--- src/rtl/gold_nic_if.sv ---
// Processor register bus and router PE handshake bundle for gold_nic.
// The slave modport is the NIC; the master modport is the core/router side driving it.
interface gold_nic_if;
    logic [1:0]  addr;
    logic [63:0] d_in;
    logic [63:0] d_out;
    logic        nicEn;
    logic        nicWrEn;
    logic        net_si;
    logic        net_ri;
    logic [63:0] net_di;
    logic        net_so;
    logic        net_ro;
    logic [63:0] net_do;
    logic        net_polarity;

    modport slave (
        input  addr,
        input  d_in,
        output d_out,
        input  nicEn,
        input  nicWrEn,
        input  net_si,
        output net_ri,
        input  net_di,
        output net_so,
        input  net_ro,
        output net_do,
        input  net_polarity
    );

    modport master (
        output addr,
        output d_in,
        input  d_out,
        output nicEn,
        output nicWrEn,
        output net_si,
        input  net_ri,
        output net_di,
        input  net_so,
        output net_ro,
        input  net_do,
        output net_polarity
    );
endinterface

--- src/rtl/gold_nic.sv ---
// Network interface controller: one-packet buffer per direction between a memory-mapped
// register view and a gold_router PE port; outbound injection waits for matching polarity.
module gold_nic (
    input logic       clk,
    input logic       reset,
    gold_nic_if.slave bus_io
);

    localparam logic [1:0] AddrInBuf   = 2'b00;
    localparam logic [1:0] AddrInStat  = 2'b01;
    localparam logic [1:0] AddrOutBuf  = 2'b10;
    localparam logic [1:0] AddrOutStat = 2'b11;

    logic [63:0] in_buf_q, in_buf_d;
    logic        in_full_q, in_full_d;
    logic [63:0] out_buf_q, out_buf_d;
    logic        out_full_q, out_full_d;

    logic rd_en, wr_en;
    logic net_ri, net_so;

    assign rd_en = bus_io.nicEn & ~bus_io.nicWrEn;
    assign wr_en = bus_io.nicEn & bus_io.nicWrEn;

    assign net_ri = ~in_full_q;
    // Bit 63 is the VC bit; the packet may only leave on the matching ring phase.
    assign net_so = out_full_q & bus_io.net_ro & (out_buf_q[63] == bus_io.net_polarity);

    assign bus_io.net_ri = net_ri;
    assign bus_io.net_so = net_so;
    assign bus_io.net_do = out_buf_q;

    always_comb begin
        bus_io.d_out = 64'b0;
        if (rd_en) begin
            unique case (bus_io.addr)
                AddrInBuf:   bus_io.d_out = in_buf_q;
                AddrInStat:  bus_io.d_out = {63'b0, in_full_q};
                AddrOutBuf:  bus_io.d_out = 64'b0;
                AddrOutStat: bus_io.d_out = {63'b0, out_full_q};
                default:     bus_io.d_out = 64'b0;
            endcase
        end
    end

    // Capture and read-drain are mutually exclusive: capture requires in_full_q=0.
    always_comb begin
        in_buf_d  = in_buf_q;
        in_full_d = in_full_q;
        if (bus_io.net_si && net_ri) begin
            in_buf_d  = bus_io.net_di;
            in_full_d = 1'b1;
        end else if (rd_en && (bus_io.addr == AddrInBuf) && in_full_q) begin
            in_full_d = 1'b0;
        end
    end

    // A write while full (including the send cycle) is dropped; the buffer keeps its value.
    always_comb begin
        out_buf_d  = out_buf_q;
        out_full_d = out_full_q;
        if (net_so) begin
            out_full_d = 1'b0;
        end else if (wr_en && (bus_io.addr == AddrOutBuf) && !out_full_q) begin
            out_buf_d  = bus_io.d_in;
            out_full_d = 1'b1;
        end
    end

    always_ff @(posedge clk or negedge reset) begin
        if (!reset) begin
            in_buf_q   <= 64'b0;
            in_full_q  <= 1'b0;
            out_buf_q  <= 64'b0;
            out_full_q <= 1'b0;
        end else begin
            in_buf_q   <= in_buf_d;
            in_full_q  <= in_full_d;
            out_buf_q  <= out_buf_d;
            out_full_q <= out_full_d;
        end
    end

endmodule

--- src/flat_wrapper.sv ---
// flat-port wrapper written by rule: the top's interface ports become plain ports
module gold_nic_flat 
  (clk, reset, bus_io_addr, bus_io_d_in, bus_io_d_out, bus_io_nicEn, bus_io_nicWrEn, bus_io_net_si, bus_io_net_ri, bus_io_net_di, bus_io_net_so, bus_io_net_ro, bus_io_net_do, bus_io_net_polarity);
  gold_nic_if bus_io_i ();
  input logic clk;
  input logic reset;
  input wire logic [$bits(bus_io_i.addr)-1:0] bus_io_addr;
  input wire logic [$bits(bus_io_i.d_in)-1:0] bus_io_d_in;
  output wire logic [$bits(bus_io_i.d_out)-1:0] bus_io_d_out;
  input wire logic [$bits(bus_io_i.nicEn)-1:0] bus_io_nicEn;
  input wire logic [$bits(bus_io_i.nicWrEn)-1:0] bus_io_nicWrEn;
  input wire logic [$bits(bus_io_i.net_si)-1:0] bus_io_net_si;
  output wire logic [$bits(bus_io_i.net_ri)-1:0] bus_io_net_ri;
  input wire logic [$bits(bus_io_i.net_di)-1:0] bus_io_net_di;
  output wire logic [$bits(bus_io_i.net_so)-1:0] bus_io_net_so;
  input wire logic [$bits(bus_io_i.net_ro)-1:0] bus_io_net_ro;
  output wire logic [$bits(bus_io_i.net_do)-1:0] bus_io_net_do;
  input wire logic [$bits(bus_io_i.net_polarity)-1:0] bus_io_net_polarity;
  assign bus_io_i.addr = bus_io_addr;
  assign bus_io_i.d_in = bus_io_d_in;
  assign bus_io_d_out = bus_io_i.d_out;
  assign bus_io_i.nicEn = bus_io_nicEn;
  assign bus_io_i.nicWrEn = bus_io_nicWrEn;
  assign bus_io_i.net_si = bus_io_net_si;
  assign bus_io_net_ri = bus_io_i.net_ri;
  assign bus_io_i.net_di = bus_io_net_di;
  assign bus_io_net_so = bus_io_i.net_so;
  assign bus_io_i.net_ro = bus_io_net_ro;
  assign bus_io_net_do = bus_io_i.net_do;
  assign bus_io_i.net_polarity = bus_io_net_polarity;
  gold_nic u_core (.clk(clk), .reset(reset), .bus_io(bus_io_i));
endmodule
--- config.mk ---
export PLATFORM = sky130hd
export DESIGN_NAME = gold_nic_flat
export DESIGN_NICKNAME = d
export VERILOG_FILES = /design/src/rtl/gold_nic_if.sv /design/src/rtl/gold_nic.sv /design/src/flat_wrapper.sv
export SDC_FILE = /design/constraint.sdc
export NUM_CORES = 1
export LEC_CHECK = 0
export CAP_MARGIN = 20
export CORE_UTILIZATION = 40
export DETAILED_ROUTE_END_ITERATION = 6
export PLACE_DENSITY_LB_ADDON = 0.15
export SLEW_MARGIN = 15
export SYNTH_ARGS = -nofsm -noshare
export SYNTH_HDL_FRONTEND = slang
export SYNTH_SLANG_ARGS = --single-unit
--- constraint.sdc ---
create_clock -name clk -period 1.7 [get_ports clk]
set_input_delay 0.255 -clock clk [delete_from_list [all_inputs] [get_ports clk]]
set_output_delay 0.255 -clock clk [all_outputs]
set_load 0.02 [all_outputs]
==> results.sh <==
export IMPL_n_fill_cell=893
export IMPL_setup_viol=1
export IMPL_drive_gt1_frac=0.377
export IMPL_final_cells=832
export IMPL_cts_sinks=130
export IMPL_vias_per_cell=4.69
export IMPL_mappedNetlistArea_um2=5350
export IMPL_seq_power_share=0.376
export IMPL_rows=41
export IMPL_drcViolationCount=0
export IMPL_die_area_um2=13800
export IMPL_fin_area_um2=9000
export IMPL_max_freq_ghz=0.578
export IMPL_ctsHtreeMaxLevel=4
export IMPL_startpoint_type="flop"
export IMPL_p_clk_frac=0.248
export IMPL_r2r_end="u_core.in_buf_q[18]$_DFFE_PN0P_"
export IMPL_p_leak_nw=4.00
export IMPL_place_congestion=0.825
export IMPL_p_sw_w=0.00438
export IMPL_dp_hpwl_um=10100
export IMPL_top_layer="met4"
export IMPL_syn_avg_cell_area_um2=15.1
export IMPL_synth_top_family_by_area="multiplexers"
export IMPL_crit_arrival_ns=1.47
export IMPL_die_x_um=118
export IMPL_wire_per_inst_um=17.4
export IMPL_rsz0062_at_grt="true"
export IMPL_area_delta_synth_final_pct=68.1
export IMPL_period_needed_ns=1.73
export IMPL_rr_worst_depth=4
export IMPL_synthCells=354
export IMPL_synth_cell_types=19
export IMPL_antenna_found_initial=0
export IMPL_finClkSkew_ns=0.0166
export IMPL_yosys_mux_area_fraction=0.271
export IMPL_violations="setup timing"
export IMPL_hold_viol_final=0
export IMPL_dr_wl_met3_um=1460
export IMPL_fin_worst_hold_slack_ns=0.312
export IMPL_placed_cell_area_um2=8320
export IMPL_dp_slack_ns=-0.770
export IMPL_power_density_nw_per_um2=1610
export IMPL_status="finished with violations"
export IMPL_synth_simple_area_share=0.0907
export IMPL_dpl_cell_count=792
export IMPL_crit_fanout=2
export IMPL_portBuffers=266
export IMPL_ir_worst_vdd_uv=1190
export IMPL_grt_first_pass_wirelength_um=22800
export IMPL_grt_pass1_vias=4235
export IMPL_crit_required_ns=1.44
export IMPL_die_y_um=118
export IMPL_synth_compound_area_frac=0.00374
export IMPL_rr_startpoint="u_core.in_full_q$_DFFE_PN0P_"
export IMPL_design_portCount=267
export IMPL_slew_viol_final=0
export IMPL_r2r_setup_slack_ns=0.27
export IMPL_synth_warnings=0
export IMPL_cts_tree="built"
export IMPL_gr_total_overflow=0
export IMPL_synth_seq_area_share=0.608
export IMPL_wl_met1_um=5580
export IMPL_drt_pass1_iterations=4
export IMPL_synthAdderAreaFrac=0
export IMPL_antennaDiodeCount=0
export IMPL_end_kind="primary output"
export IMPL_timing_final_ws_setup_ns=-0.0290
export IMPL_via_count=3902
export IMPL_combPwrFrac=0.377
export IMPL_cts_buffer_depth=2
export IMPL_max_cap_violations=0
export IMPL_coreArea_um2=12800
export IMPL_cts_buffers_inserted=17
export IMPL_grt_max_degree=53
export IMPL_drt_iter0_drc=127
export IMPL_synth_xor_xnor_area_share=0.00164
export IMPL_slew_headroom=0.738
export IMPL_start_util=0.417
export IMPL_switching_share=0.302
export IMPL_regArea_um2=3250
export IMPL_worstSkewPairLatency_ns=0.41
export IMPL_final_antenna_net_count=0
export IMPL_syn_nets=491
export IMPL_totalWireLength_um=14500
export IMPL_cts_root_buf="clkbuf_16"
export IMPL_p_int_w=0.0101
export IMPL_wl_met2_um=7280
export IMPL_multi_input_area_um2=2020
export IMPL_path_class="flop to primary output"
export IMPL_grt_util_all_layers=0.215
export IMPL_hp_class="primary input to async pin"
export IMPL_fin_crit_sh=1.02
export IMPL_worstMarginPinSlew_ns=0.393
export IMPL_finalNetCount=784
export IMPL_synth_seq_cells=130
export IMPL_path_clk_slew_ns=0.05
## worst max-delay path by stage
stage                     slack (ns)              end                           from  depth (start not counted)
after floorplan                 0.22  bus_io_d_out[0]  u_core.out_full_q$_DFFE_PN0P_                          3
final                          -0.03  bus_io_d_out[0]  u_core.out_full_q$_DFFE_PN0P_                          4
after global routing            -0.1  bus_io_d_out[0]  u_core.out_full_q$_DFFE_PN0P_                          4
after detailed placement       -0.77  bus_io_d_out[3]                 bus_io_nicWrEn                          5
after CTS                      -0.04  bus_io_d_out[0]  u_core.out_full_q$_DFFE_PN0P_                          4
after global placement         -0.71  bus_io_d_out[3]                 bus_io_nicWrEn                          5
## layer usage
layer / vias up / track usage
met2: 174 / 0.350
met3: 8 / 0.107
li1: 1803 / -
met5: - / 0
met4: 0 / 0.0689
met1: 1917 / 0.246
## cell usage in the layout (no fill, tap or decap), types with 2 or more instances in the layout
cell type and instances:
clkbuf_8 5, and2_4 12, buf_4 35, buf_6 13, mux2_1 20, clkbuf_16 20, buf_8 2, buf_2 20
clkdlybuf4s15_2 14, clkbuf_2 2, inv_1 2, and2_1 51, dlymetal6s2s_1 7, clkbuf_1 6, dfrtp_1 130, clkinv_2 2
buf_12 6, mux2_2 108, clkdlybuf4s50_1 187, bufinv_16 2, dlygate4sd2_1 2
## stage by stage
stage / power (W) / util / setup TNS, ns
6_report: 0.0145 / 0.702 / -0.0290
5_1_grt: 0.0153 / 0.702 / -0.118
4_1_cts: 0.0147 / 0.687 / -0.0356
3_5_place_dp: 0.0110 / 0.648 / -61.06
3_3_place_gp: 0.0108 / 0.648 / -56.83
2_1_floorplan: 0.00821 / - / 0
## power groups by stage
stage / Combinational [W] / Sequential [W] / Clock [W]
finish: 0.00547 / 0.00545 / 0.00359
floorplan: 0.00191 / 0.00630 / 0
CTS: 0.00552 / 0.00546 / 0.00368
detailed placement: 0.00552 / 0.00548 / 0
global placement: 0.00541 / 0.00541 / 0
global route: 0.00579 / 0.00567 / 0.00383
## synthesized netlist by cell type
master    count  share of area
mux2_1       20          0.042
nor2_1        1        0.00070
nor4b_4       1         0.0044
nor2b_1       1         0.0012
nand4b_4      1         0.0044
buf_6         6          0.013
buf_2         7         0.0065
and2_1       63          0.074
nor2_8        1         0.0037
nor3b_1       1         0.0014
mux2_2      109           0.23
o21bai_1      1         0.0014
clkbuf_1      6         0.0042
inv_1         2         0.0014
and3_1        1         0.0012
dfrtp_1     130           0.61
a22oi_1       1         0.0014
a21oi_1       1        0.00093
xnor2_1       1         0.0016
## area by class of cell
class / instances / share of cell area
repair buffers: 293 / 0.324
clock inverters: 4 / 0.00779
clock buffers: 28 / 0.0574
inverters: 2 / 0.000834
well taps: 172 / 0.0239
flip-flops and latches: 130 / 0.362
multi-input cells: 203 / 0.224
## registers in the layout (all words and copies together), names as in the netlist
register              flops
u_core.bus_io.net_do     64
u_core.out_full_q         1
u_core.in_full_q          1
u_core.in_buf_q          64
## logic make-up after synthesis
family          count (synthesis)
compound gates                  3
xor+xnor                        1
buf+inv                        21
flops                         130
mux                           129
simple gates                   70
## critical path: stages, from the launching register on
cell	delay, ns
dfrtp_1	0.39
mux2_4	0.26
a22oi_2	0.19
nor3b_2	0.06
buf_4	0.16
## repair_timing
| action | CTS | global route |
|---|---|---|
| pin swaps | 2 | 1 |
| setup buffers | 2 | 0 |
| cloned | 2 | 3 |
| setup endpoints to repair | 67 | 71 |
| hold endpoints to repair | 24 | 0 |
| gates resized for setup | 286 | 55 |
| hold buffers | 1 | 0 |
Note: power is estimated with default switching activity, not from simulation.
